**config.mk**
```make
export PLATFORM = sky130hd
export DESIGN_NAME = gemm_argmax
export DESIGN_NICKNAME = d
export VERILOG_FILES = /design/src/rtl/gemm_pkg.sv /design/src/rtl/fp16_key.sv /design/src/rtl/gemm_argmax.sv
export SDC_FILE = /design/constraint.sdc
export NUM_CORES = 1
export LEC_CHECK = 0
export BUFFER_PORTS_ARGS = -buffer_cell sky130_fd_sc_hd__buf_2
export CAP_MARGIN = 20
export CORE_UTILIZATION = 36
export DETAILED_ROUTE_END_ITERATION = 10
export HOLD_SLACK_MARGIN = 0.03
export MAX_ROUTING_LAYER = met4
export PLACE_DENSITY_LB_ADDON = 0.2
export SLEW_MARGIN = 10
export SYNTH_ARGS = -nofsm -noshare
export SYNTH_HDL_FRONTEND = slang
export SYNTH_HIERARCHICAL = 1
export SYNTH_SLANG_ARGS = --single-unit
```
**constraint.sdc**
```tcl
create_clock -name clk -period 4 [get_ports clk]
set_input_delay 0.8 -clock clk [delete_from_list [all_inputs] [get_ports clk]]
set_output_delay 0.8 -clock clk [all_outputs]
set_load 0.005 [all_outputs]
```
**src/rtl/gemm_pkg.sv**
```systemverilog
// Shared fp16 constants and types for the GEMM output stages.
package gemm_pkg;

    localparam logic [4:0]  FP16_NAN_EXP  = 5'h1F;
    localparam logic [15:0] FP16_NEG_ZERO = 16'h8000;
    localparam logic [15:0] FP16_POS_ZERO = 16'h0000;
    localparam int          FP16_WIDTH    = 16;

    typedef logic [15:0] fp16_t;

    // Frame tracking: IDLE means no element of a frame has been seen yet.
    typedef enum logic {
        ST_IDLE = 1'b0,
        ST_ACC  = 1'b1
    } argmax_state_t;

    // Width of an index that can address k elements (never narrower than 1 bit).
    function automatic int idx_width(input int k);
        return (k > 1) ? $clog2(k) : 1;
    endfunction

endpackage

```
**src/rtl/fp16_key.sv**
```systemverilog
// Maps an fp16 value to an unsigned ordering key whose integer order matches
// IEEE numeric order. NaN maps to the lowest key so it never wins a max.
module fp16_key
    import gemm_pkg::*;
(
    input  fp16_t       x,
    output logic [15:0] key,
    output logic        is_nan,
    output fp16_t       canon
);

    // Canonicalise -0, detect NaN and build the sign-magnitude-to-offset key.
    always_comb begin
        canon  = (x == FP16_NEG_ZERO) ? FP16_POS_ZERO : x;
        is_nan = (x[14:10] == FP16_NAN_EXP) && (x[9:0] != 10'd0);
        key    = 16'h0000;
        if (!is_nan) begin
            if (canon[15]) begin
                key = ~canon;
            end else begin
                key = canon ^ 16'h8000;
            end
        end
    end

endmodule

```
**src/rtl/gemm_argmax.sv**
```systemverilog
// Streaming argmax over K fp16 Q-values per frame. Emits the index and value
// of the largest element one cycle after the frame's last element, with NaN
// reporting, lowest-index tie breaking and short-frame discard.
module gemm_argmax
    import gemm_pkg::*;
#(
    parameter  int K     = 4,
    parameter  int WIDTH = 16,
    localparam int IDXW  = idx_width(K)
) (
    input  logic             clk,
    input  logic             rst,
    input  logic             ivalid,
    input  logic [WIDTH-1:0] in,
    output logic             ovalid,
    output logic [IDXW-1:0]  action,
    output logic [WIDTH-1:0] qmax,
    output logic             nan_flag,
    output logic             err
);

    // Only IEEE half precision is supported; any other width or a
    // degenerate frame size is rejected at elaboration.
    if (WIDTH != FP16_WIDTH) begin : g_bad_width
        $error("gemm_argmax: WIDTH must be 16 (fp16)");
    end
    if (K < 2) begin : g_bad_k
        $error("gemm_argmax: K must be at least 2");
    end

    localparam logic [IDXW-1:0] LAST_IDX = IDXW'(K - 1);

    argmax_state_t   state_reg, state_next;
    logic [IDXW-1:0] cnt_reg, cnt_next;

    logic [15:0]     best_key_reg, best_key_next;
    fp16_t           best_val_reg, best_val_next;
    logic [IDXW-1:0] best_idx_reg, best_idx_next;
    logic            nan_acc_reg, nan_acc_next;

    logic            ovalid_reg, ovalid_next;
    logic            err_reg, err_next;
    logic [IDXW-1:0] action_reg, action_next;
    fp16_t           qmax_reg, qmax_next;
    logic            nan_flag_reg, nan_flag_next;

    logic [15:0]     elem_key;
    logic            elem_nan;
    fp16_t           elem_canon;
    logic            is_last;

    fp16_key u_key (
        .x      (fp16_t'(in)),
        .key    (elem_key),
        .is_nan (elem_nan),
        .canon  (elem_canon)
    );

    assign is_last = (cnt_reg == LAST_IDX);

    // Next-state, running-best update and output-register decisions.
    always_comb begin
        state_next    = state_reg;
        cnt_next      = cnt_reg;
        best_key_next = best_key_reg;
        best_val_next = best_val_reg;
        best_idx_next = best_idx_reg;
        nan_acc_next  = nan_acc_reg;
        ovalid_next   = 1'b0;
        err_next      = 1'b0;
        action_next   = action_reg;
        qmax_next     = qmax_reg;
        nan_flag_next = nan_flag_reg;

        case (state_reg)
            ST_IDLE: begin
                if (ivalid) begin
                    // Element 0 seeds the running best unconditionally, so an
                    // all-NaN frame reports index 0 with the first NaN's bits.
                    best_key_next = elem_key;
                    best_val_next = elem_canon;
                    best_idx_next = '0;
                    nan_acc_next  = elem_nan;
                    cnt_next      = IDXW'(1);
                    state_next    = ST_ACC;
                end
            end
            ST_ACC: begin
                if (ivalid) begin
                    // Strictly greater only: ties keep the earlier index.
                    if (elem_key > best_key_reg) begin
                        best_key_next = elem_key;
                        best_val_next = elem_canon;
                        best_idx_next = cnt_reg;
                    end
                    nan_acc_next = nan_acc_reg | elem_nan;
                    if (is_last) begin
                        cnt_next      = '0;
                        state_next    = ST_IDLE;
                        ovalid_next   = 1'b1;
                        action_next   = best_idx_next;
                        qmax_next     = best_val_next;
                        nan_flag_next = nan_acc_next;
                    end else begin
                        cnt_next = cnt_reg + IDXW'(1);
                    end
                end else begin
                    // Upstream dropped the strobe mid-frame: discard it.
                    err_next   = 1'b1;
                    cnt_next   = '0;
                    state_next = ST_IDLE;
                end
            end
            default: begin
                cnt_next   = '0;
                state_next = ST_IDLE;
            end
        endcase
    end

    // Frame-tracking state register.
    always_ff @(posedge clk) begin
        if (!rst) begin
            state_reg <= ST_IDLE;
            cnt_reg   <= '0;
        end else begin
            state_reg <= state_next;
            cnt_reg   <= cnt_next;
        end
    end

    // Running-best datapath and registered results.
    always_ff @(posedge clk) begin
        if (!rst) begin
            best_key_reg <= 16'h0000;
            best_val_reg <= FP16_POS_ZERO;
            best_idx_reg <= '0;
            nan_acc_reg  <= 1'b0;
            ovalid_reg   <= 1'b0;
            err_reg      <= 1'b0;
            action_reg   <= '0;
            qmax_reg     <= FP16_POS_ZERO;
            nan_flag_reg <= 1'b0;
        end else begin
            best_key_reg <= best_key_next;
            best_val_reg <= best_val_next;
            best_idx_reg <= best_idx_next;
            nan_acc_reg  <= nan_acc_next;
            ovalid_reg   <= ovalid_next;
            err_reg      <= err_next;
            action_reg   <= action_next;
            qmax_reg     <= qmax_next;
            nan_flag_reg <= nan_flag_next;
        end
    end

    assign ovalid   = ovalid_reg;
    assign err      = err_reg;
    assign action   = action_reg;
    assign qmax     = WIDTH'(qmax_reg);
    assign nan_flag = nan_flag_reg;

endmodule
```
==> impl_metrics.json, run 1 <==
{
  "cpMostUsedCell": "or4_4",
  "gp_congestion": 0.7677,
  "avgViaCountPerCell": 4.866,
  "overflow": 0,
  "total_power_uw": 1456,
  "netlist_instances": 348,
  "cp_slowest_stage_delay_ps": 580,
  "io_pins": 40,
  "cap_violations": 0,
  "stdcell_area_sq_mm": 0.003996,
  "layout_commonest_cell": "dfxtp_1",
  "netlist_area_sq_mm": 0.003321,
  "yosys_warnings": 6,
  "clock-sinks": 59,
  "hold_path_depth": 2,
  "cts_root_buf": "clkbuf_8",
  "fin_crit_ps": 3802,
  "synth_edf_count": 0,
  "arrival_ps": 4040,
  "critPathRequiredTime_ps": 4240,
  "critPathTopFamily": "simple AND/OR/NAND/NOR gates",
  "cts_buffer_depth": 2,
  "num_antenna_cells": 0,
  "ys_types": 40,
  "fmax_mhz": 263.0,
  "core_sq_mm": 0.008806,
  "period_share": 0.9505,
  "die_w_um": 98.04,
  "nets": 437,
  "routed_wl_mm": 7.023,
  "rsz0062_at_grt": "no",
  "cts_tree": "yes",
  "routedWlPerCell_um": 13.66,
  "cts_buffers": 9,
  "most-common-layout-cells": "dfxtp_1, mux2i_1, buf_2, buf_4, nor2b_1",
  "pwr_density_cell_mw_per_mm2": 364.2,
  "htreeDepth": 3,
  "track_usage": 0.1647,
  "outcome": "finished, violations left",
  "synth_ff_type": "dfxtp_1",
  "die_y_um": 98.04,
  "post-cts-setup-buffer-count": 0,
  "crit_slowest_cell": "or4_4",
  "first_global_vias": 2446,
  "ys_seq_elements": 59,
  "drtPass1Iterations": 7,
  "hold_buffers": 0,
  "drt_first_iter_violations": 34,
  "holdCritPathClass": "reg -> reg",
  "p_leak_uw": 0.001779,
  "end_kind": "flip-flop",
  "syn_nets": 384,
  "dieArea_sq_mm": 0.009612,
  "antenna_found_initial": 0,
  "dr_total_vias": 2501,
  "cp.depth": 12,
  "worstPathMaxFanout": 12,
  "drive_gt1_frac": 0.2931,
  "violations": "DRC",
  "areaGrowthSynthToFinish_pct": 20.35,
  "rows": 34,
  "ys_seq_area_frac": 0.3557,
  "max-slew-margin-rel": 0.3897,
  "ant_nets": 0,
  "fin_skew_ps": 10.59,
  "path_cells": "buf_2, or4_4, or4_4, a211oi_2, ha_1, nand4_4, nor4_4, a21bo_1, a31oi_2, buf_6, mux2i_1, a21oi_1",
  "async_flop_share": 0,
  "drc": 1,
  "place_area_sq_mm": 0.003762,
  "dp_hpwl_mm": 4.857,
  "critPathLaunchType": "input port",
  "clk_latency_ps": 340,
  "final_util": 0.4538,
  "critPathKind": "in -> reg",
  "path_clk_slew_ps": 80,
  "port_buffers": 39,
  "start_util": 0.3771,
  "syn-mean-instance-area_sq_um": 9.542,
  "max_slew.worst_pin.slew_ps": 915.4,
  "slew_violations": 0,
  "grt_max_degree": 62,
  "ir_drop_v": 0.0001747,
  "grt_pass1_wl_mm": 12.10,
  "whs_ps": 471.0,
  "finalSetupViolCount": 0,
  "crit_buf_inv": 2,
  "rr_worst_depth": 9,
  "finalHoldViolCount": 0
}
==> timing repair <==
action / CTS / global route
gates cloned: 0 / 2
gates resized for setup: 1 / 7
pin swaps: 0 / 1
setup endpoints to repair: 1 / 43
==> power by group <==
part | internal [uW] | total [uW] | switching, uW | leakage [uW]
Clock | 244 | 505 | 261 | 0.0000895
Combinational | 162 | 322 | 160 | 0.00121
Sequential | 614 | 629 | 14.4 | 0.000482
==> synthesized netlist by cell type (2+ instances only) <==
library cell	n	area (sq um)
a21boi_0	2	15.01
buf_6	2	22.52
nor2_1	5	18.77
and3_1	2	12.51
o211a_1	2	20.02
mux2i_1	50	500.5
dfxtp_1	59	1181
nand3_1	3	15.01
and2_1	3	18.77
inv_1	19	71.32
nand2_1	14	52.55
a211oi_2	8	100.1
buf_12	5	100.1
or4_1	2	15.01
xnor2_1	15	131.4
nor2b_1	33	206.5
a211oi_1	8	60.06
a21oi_1	27	135.1
or4_4	2	22.52
ha_1	17	212.7
o22ai_1	2	12.51
buf_4	2	15.01
o21ai_0	24	120.1
clkbuf_1	26	97.59
==> metal layers <==
layer	GRT usage	vias up	wire length, um
met4	0.08741	0	128
met3	0.02792	10	189
li1	-	1317	-
met2	0.2432	33	3110
met5	-	-	0
met1	0.2142	1141	3594
==> kinds of logic after synthesis <==
logic type                 synth area share
xor gates and xnor gates            0.03956
adders and majority gates           0.06405
and+or+nand+nor                      0.1379
AOI/OAI and AO/OA                    0.1541
muxes                                0.1507
DFF                                  0.3557
buffers and inverters               0.09796
==> worst min-delay path: cells and delay by family (launching register included) <==
kind	cells	cell delay (ps)
AOI/OAI and AO/OA	1	60
DFF	1	310
and+or+nand+nor	1	50
==> through the flow <==
stage / TNS (ps) / instances / worst slack [ps]
2_1_floorplan: 0 / 348 / 8.750
3_3_place_gp: -9809 / 495 / -349.3
3_5_place_dp: -13770 / 496 / -389.2
4_1_cts: 0 / 512 / 29.48
5_1_grt: 0 / 514 / 50.69
6_report: 0 / 514 / 198.2
==> path summary, 6_finish.rpt <==
| kind | to | from | slack (ps) |
|---|---|---|---|
| setup / recovery | qmax[10]$_SDFFE_PN0P_ | in[7] | 200 |
| hold / removal | best_idx_reg[0]$_SDFFE_PN0P_ | best_idx_reg[0]$_SDFFE_PN0P_ | 470 |
| setup reg to reg | qmax[10]$_SDFFE_PN0P_ | best_key_reg[10]$_SDFFE_PN0P_ | 1710 |
| hold reg to reg | best_idx_reg[0]$_SDFFE_PN0P_ | best_idx_reg[0]$_SDFFE_PN0P_ | 470 |
==> area by class of cell <==
cell class / count / area [sq um]
clock buffer: 11 / 141.4
clock inverter: 5 / 38.79
fill: 864 / 4810
inverter: 19 / 71.32
multi-input combinational: 234 / 1892
sequential: 59 / 1181
tap: 108 / 135.1
timing repair buffer: 78 / 536.8
Note: power is estimated with default switching activity, not from simulation.
==> inputs of run 2 (changes only) <==
--- a/config.mk
+++ b/config.mk
@@ -7,7 +7,7 @@
 export LEC_CHECK = 0
 export BUFFER_PORTS_ARGS = -buffer_cell sky130_fd_sc_hd__buf_2
 export CAP_MARGIN = 20
-export CORE_UTILIZATION = 36
+export CORE_UTILIZATION = 40
 export DETAILED_ROUTE_END_ITERATION = 10
 export HOLD_SLACK_MARGIN = 0.03
 export MAX_ROUTING_LAYER = met4
@@ -15,5 +15,4 @@
 export SLEW_MARGIN = 10
 export SYNTH_ARGS = -nofsm -noshare
 export SYNTH_HDL_FRONTEND = slang
-export SYNTH_HIERARCHICAL = 1
 export SYNTH_SLANG_ARGS = --single-unit
==> constraint.sdc (replaced) <==
create_clock -name clk -period 4.1 [get_ports clk]
set_input_delay 0.82 -clock clk [delete_from_list [all_inputs] [get_ports clk]]
set_output_delay 0.82 -clock clk [all_outputs]
set_load 0.005 [all_outputs]
==> run 2 against run 1 <==
Net effect: the run now ends clean; sequential cell count unchanged; first-iteration DRC count grew to 3.6 times the previous value; sequential share of layout area is 2.3 points higher; highest routed layer unchanged.
==> impl_metrics.json, run 2 <==
{
  "ctsResizeCount": 0,
  "finalSetupViolCount": 0,
  "port_buffers": 39,
  "cts_buffers": 9,
  "outcome": "finished, final reports clean",
  "syn_nets": 399,
  "first_global_vias": 2547,
  "p_int_uw": 1024,
  "rsz0062_at_grt": "no",
  "fin_skew_ps": 7.104,
  "avgViaCountPerCell": 5.185,
  "layout_commonest_cell": "dfxtp_1",
  "cp_slowest_stage_delay_ps": 440,
  "fin_crit_ps": 3639,
  "async_flop_share": 0,
  "netlist_area_sq_mm": 0.003132,
  "yosys.area.top_type": "dfxtp_1",
  "netlist_instances": 363,
  "critPathTopFamily": "compound AO/OA/AOI/OAI gates",
  "critPathLaunchType": "input port",
  "cap_violations": 0,
  "p_switching_uw": 396.0,
  "path_cells": "buf_2, nor4_1, nand3_1, o21ai_1, buf_4, xor2_1, nor2_1, ha_1, nand4_1, a2111o_1, a31oi_4, buf_4, buf_12, mux2i_1, nor2b_1",
  "worstPathMaxFanout": 13,
  "stdcell_area_sq_mm": 0.003707,
  "hold_buffers": 0,
  "final_util": 0.5004,
  "synth_ff_type": "dfxtp_1",
  "synth_common_cells": "dfxtp_1, nor2_1, nor2b_1",
  "clock-sinks": 59,
  "dr_total_vias": 2634,
  "ys_top_cells_by_area": "dfxtp_1, mux2i_1, ha_1",
  "routed_wl_mm": 7.216,
  "die_y_um": 90.49,
  "cts_buffer_depth": 2,
  "io_pins": 40,
  "end_kind": "flip-flop",
  "cts_root_buf": "clkbuf_8",
  "period_share": 0.8875,
  "combinationalPowerShare": 0.176,
  "arrival_ps": 3860,
  "holdCritPathClass": "reg -> reg",
  "htreeDepth": 3,
  "most-common-layout-cells": "dfxtp_1, buf_2, nor2_1, nor2b_1, mux2i_1",
  "grt_max_degree": 63,
  "nets": 440,
  "yosysTopAreaCellShare": 0.3771,
  "start_util": 0.4227,
  "ys_types": 38,
  "dieArea_sq_mm": 0.008188,
  "drive_gt1_frac": 0.1883,
  "path_clk_slew_ps": 70,
  "swShare": 0.2789,
  "yosys_warnings": 0,
  "ir_drop_v": 0.0002025,
  "synth_edf_count": 0,
  "finalHoldViolCount": 0,
  "drc": 0,
  "critPathRequiredTime_ps": 4330,
  "ant_nets": 0,
  "finalSetupTns_ps": 0,
  "cts_tree": "yes",
  "max-slew-margin-rel": 0.3706,
  "die_w_um": 90.49,
  "post-cts-setup-buffer-count": 0,
  "core_sq_mm": 0.007408,
  "cpMostUsedCell": "buf_4",
  "num_antenna_cells": 0,
  "critPathKind": "in -> reg",
  "clk_latency_ps": 340,
  "gp_congestion": 0.7755,
  "clockPowerShare": 0.392,
  "crit_buf_inv": 4,
  "placedCellCount": 492,
  "max_slew.worst_pin.slew_ps": 944.1,
  "crit_slowest_cell": "a2111o_1",
  "p_seq_frac": 0.432,
  "dp_hpwl_mm": 5.004,
  "pwr_density_cell_mw_per_mm2": 383.1,
  "ys_seq_area_frac": 0.3771,
  "antenna_found_initial": 0,
  "fmax_mhz": 274.8,
  "areaGrowthSynthToFinish_pct": 18.38,
  "track_usage": 0.1934,
  "place_area_sq_mm": 0.003495,
  "routedWlPerCell_um": 14.20,
  "drt_first_iter_violations": 122,
  "slew_violations": 0,
  "final_cells": 508,
  "whs_ps": 478.5,
  "synthMostInstantiatedCell": "dfxtp_1",
  "syn-mean-instance-area_sq_um": 8.627,
  "grt_pass1_wl_mm": 12.38,
  "overflow": 0,
  "drtPass1Iterations": 4,
  "rows": 31,
  "ys_seq_elements": 59,
  "p_leak_uw": 0.001591
}
## run 2: changes by cell type after synthesis, moves of 8 or more
cell      change
a211oi_2      -8
a211oi_1     +10
clkbuf_1      -8
a21oi_1      -16
nor4_1       +21
nor2_1       +28
mux2i_1      -20
## run 2: layer usage
| metal | up-vias | wire [um] | GRT usage | share of wire |
|---|---|---|---|---|
| met4 | 0 | 102 | 0.07392 | 0.014 |
| met3 | 8 | 217 | 0.03704 | 0.030 |
| li1 | 1345 | - | - | - |
| met1 | 1233 | 3672 | 0.2588 | 0.51 |
| met2 | 48 | 3224 | 0.2872 | 0.45 |
| met5 | - | 0 | - | 0 |
## run 2: worst min-delay path, delay by kind of cell, from the launching register on
kind               cells  cell delay, ps
DFF                    1             310
and+or+nand+nor        1              50
AOI/OAI and AO/OA      1              60
## run 2: per-stage QoR
step	power [uW]	setup WS (ps)
floorplan	801.7	377.8
global placement	874.2	166.3
detailed placement	877.7	94.07
CTS	1435	454.7
global route	1490	245.9
finish	1420	461.1
## run 2: logic make-up (layout without fill, tap and decap cells)
kind of cell,count (synthesis),in the layout,share of synthesized area
buf+inv,46,92,0.06672
simple gates,129,129,0.2153
fa+ha+maj,17,17,0.06792
xor+xnor,13,13,0.03636
compound gates,68,68,0.1370
flops,59,59,0.3771
mux,31,31,0.09948
## run 2: final cells by class
| type | instances | area (sq um) |
|---|---|---|
| fill | 688 | 3701 |
| multi-input combinational | 258 | 1763 |
| sequential | 59 | 1181 |
| timing repair buffer | 57 | 355.3 |
| clock buffer | 11 | 151.4 |
| tap | 99 | 123.9 |
| inverter | 19 | 71.32 |
| clock inverter | 5 | 61.31 |
## run 2: worst paths after layout
kind	startpoint	end	slack [ps]	depth (start not counted)
hold reg to reg	best_idx_reg[1]$_SDFFE_PN0P_	best_idx_reg[1]$_SDFFE_PN0P_	480	2
setup reg to reg	best_key_reg[15]$_SDFFE_PN0P_	best_key_reg[4]$_SDFFE_PN0P_	1810	9
hold / removal	best_idx_reg[1]$_SDFFE_PN0P_	best_idx_reg[1]$_SDFFE_PN0P_	480	2
setup / recovery	in[9]	best_key_reg[4]$_SDFFE_PN0P_	460	15
## run 2: power groups by stage
stage	Clock, uW	Sequential, uW	Combinational, uW
2_1_floorplan	0	622	180
3_3_place_gp	0	626	248
3_5_place_dp	0	626	252
4_1_cts	570	613	252
5_1_grt	591	616	283
6_report	557	613	250
==> inputs of run 3 (changes only) <==
--- a/config.mk
+++ b/config.mk
@@ -7,6 +7,7 @@
 export LEC_CHECK = 0
 export BUFFER_PORTS_ARGS = -buffer_cell sky130_fd_sc_hd__buf_2
 export CAP_MARGIN = 20
+export CORE_ASPECT_RATIO = 2
 export CORE_UTILIZATION = 40
 export DETAILED_ROUTE_END_ITERATION = 10
 export HOLD_SLACK_MARGIN = 0.03
==> constraint.sdc (replaced) <==
create_clock -name clk -period 2.9 [get_ports clk]
set_input_delay 0.58 -clock clk [delete_from_list [all_inputs] [get_ports clk]]
set_output_delay 0.58 -clock clk [all_outputs]
set_load 0.005 [all_outputs]
==> run 3 against run 2 <==
Net effect: the run now ends with setup timing left; core utilization increased by 12 points; critical path depth decreased by 1; first-iteration DRC count decreased by 47%; clock skew decreased by 3.9 ps; sequential cell count unchanged; worst hold slack improved by 8.8 ps; global-route usage increased by 4.3 points; clock-buffer cell count unchanged; combinational power increased by 120%; power increased by 82%; largest power group is now the clock network.
==> impl_metrics.json, run 3 (synthesis results as in run 2) <==
{
  "critPathRequiredTime_ps": 3120,
  "die_y_um": 127.1,
  "cts_root_buf": "clkbuf_16",
  "clock-sinks": 59,
  "dieArea_sq_mm": 0.008208,
  "grt_pass1_wl_mm": 14.24,
  "fin_crit_ps": 3324,
  "die_w_um": 64.57,
  "max_slew.worst_pin.slew_ps": 847.4,
  "avgViaCountPerCell": 5.383,
  "io_pins": 40,
  "drc": 0,
  "final-seq-area_sq_mm": 0.001181,
  "p_leak_uw": 0.002012,
  "fmax_mhz": 300.8,
  "end_kind": "flip-flop",
  "num_antenna_cells": 0,
  "drive_gt1_frac": 0.3873,
  "pwr_density_cell_mw_per_mm2": 545.6,
  "holdCritPathClass": "reg -> reg",
  "worstPathMaxFanout": 6,
  "rsz0062_at_grt": "yes",
  "cts_buffers": 9,
  "grt_max_degree": 50,
  "drtPass1Iterations": 4,
  "cts_tree": "yes",
  "most-common-layout-cells": "dfxtp_1, buf_4, nor2_1, buf_2, nor2b_1",
  "multi_input_area_sq_mm": 0.002191,
  "violations": "setup timing",
  "place_area_sq_mm": 0.003820,
  "port_buffers": 39,
  "fin_skew_ps": 3.242,
  "cap_violations": 0,
  "first_global_vias": 2966,
  "start_util": 0.4120,
  "arrival_ps": 3540,
  "track_usage": 0.2359,
  "finalHoldViolCount": 0,
  "gp_congestion": 0.9035,
  "critPathKind": "in -> reg",
  "ant_nets": 0,
  "final_util": 0.6224,
  "cts_buffer_depth": 2,
  "finalSetupTns_ps": -18980,
  "finalSetupViolCount": 52,
  "outcome": "finished, violations left",
  "clk_latency_ps": 330,
  "dr_total_vias": 2966,
  "antenna_found_initial": 0,
  "drt_first_iter_violations": 65,
  "routedWlPerCell_um": 16.45,
  "setup_slack_ps": -424.0,
  "htreeDepth": 3,
  "ir_drop_v": 0.0003710,
  "stdcell_area_sq_mm": 0.004731,
  "slew_violations": 0,
  "layout_commonest_cell": "dfxtp_1",
  "areaGrowthSynthToFinish_pct": 51.06,
  "nets": 488,
  "core_sq_mm": 0.007601,
  "critPathLaunchType": "input port",
  "fillCellCount": 635,
  "path_clk_slew_ps": 50,
  "max-slew-margin-rel": 0.4351,
  "overflow": 0,
  "routed_wl_mm": 9.066,
  "dp_hpwl_mm": 6.036,
  "rows": 45,
  "period_share": 1.146,
  "whs_ps": 487.3
}
## run 3: cell count changes in the layout (fill, tap and decap cells not counted), moves of 5 or more
cell / previous run / this run
buf_6: 0 / 11
nor4_4: 0 / 9
buf_4: 16 / 51
buf_2: 39 / 33
a211oi_1: 18 / 1
nor4_1: 20 / 2
clkbuf_16: 0 / 11
o32ai_1: 5 / 0
a211oi_2: 0 / 17
nor4_2: 1 / 10
clkbuf_8: 11 / 2
o32ai_2: 0 / 5
## run 3: worst paths after layout
kind | startpoint | endpoint | slack, ps | depth (start not counted)
worst min-delay path | best_idx_reg[0]$_SDFFE_PN0P_ | best_idx_reg[0]$_SDFFE_PN0P_ | 490 | 2
worst max-delay path | in[8] | best_val_reg[1]$_SDFFE_PN0P_ | -420 | 14
worst max register to register | best_key_reg[13]$_SDFFE_PN0P_ | best_val_reg[1]$_SDFFE_PN0P_ | 560 | 9
worst min register to register | best_idx_reg[0]$_SDFFE_PN0P_ | best_idx_reg[0]$_SDFFE_PN0P_ | 490 | 2
## run 3: power by group
group / internal [uW] / leakage [uW] / switching (uW)
Clock: 794 / 0.000165 / 380
Combinational: 266 / 0.00136 / 272
Sequential: 848 / 0.000482 / 21.8
Total: 1910 / 0.00201 / 673
## run 3: critical path, stage by stage
cell and delay, ps:
buf_8 100, nor4_4 360, nand3_4 200, buf_4 190, o21ai_0 190, a21oi_1 130
ha_1 350, nand4_1 200, a2111o_1 390, a31oi_4 260, buf_6 180, buf_12 130
mux2i_1 210, nor2b_1 70
## run 3: metrics by stage
stage	instances	total power, uW	worst slack (ps)
floorplan	363	1153	-411.3
global placement	517	1298	-871.5
detailed placement	517	1306	-927.5
CTS	540	2533	-387.3
global route	551	2678	-552.0
finish	551	2581	-424.0
## run 3: area by class of cell
class                   count  share of cell area
multi-input cells         259              0.4631
inverters                  19             0.01508
well taps                  94             0.02486
clock buffers              11             0.05342
flip-flops and latches     59              0.2497
repair buffers            104              0.1780
clock inverters             5             0.01587
## run 3: timing repair
action                     4_1_cts  5_1_grt
pin swaps                       13       18
cloned                           0        3
setup buffers                    7        8
hold buffers                     0        0
gates resized for setup         54       20
setup endpoints to repair       52       52
## run 3: per-layer routing
layer,vias to the layer above,global-route usage,part of all wire
li1,1444,-,-
met3,13,0.04196,0.024
met5,-,-,0
met2,45,0.4297,0.56
met1,1464,0.2392,0.39
met4,0,0.1033,0.026
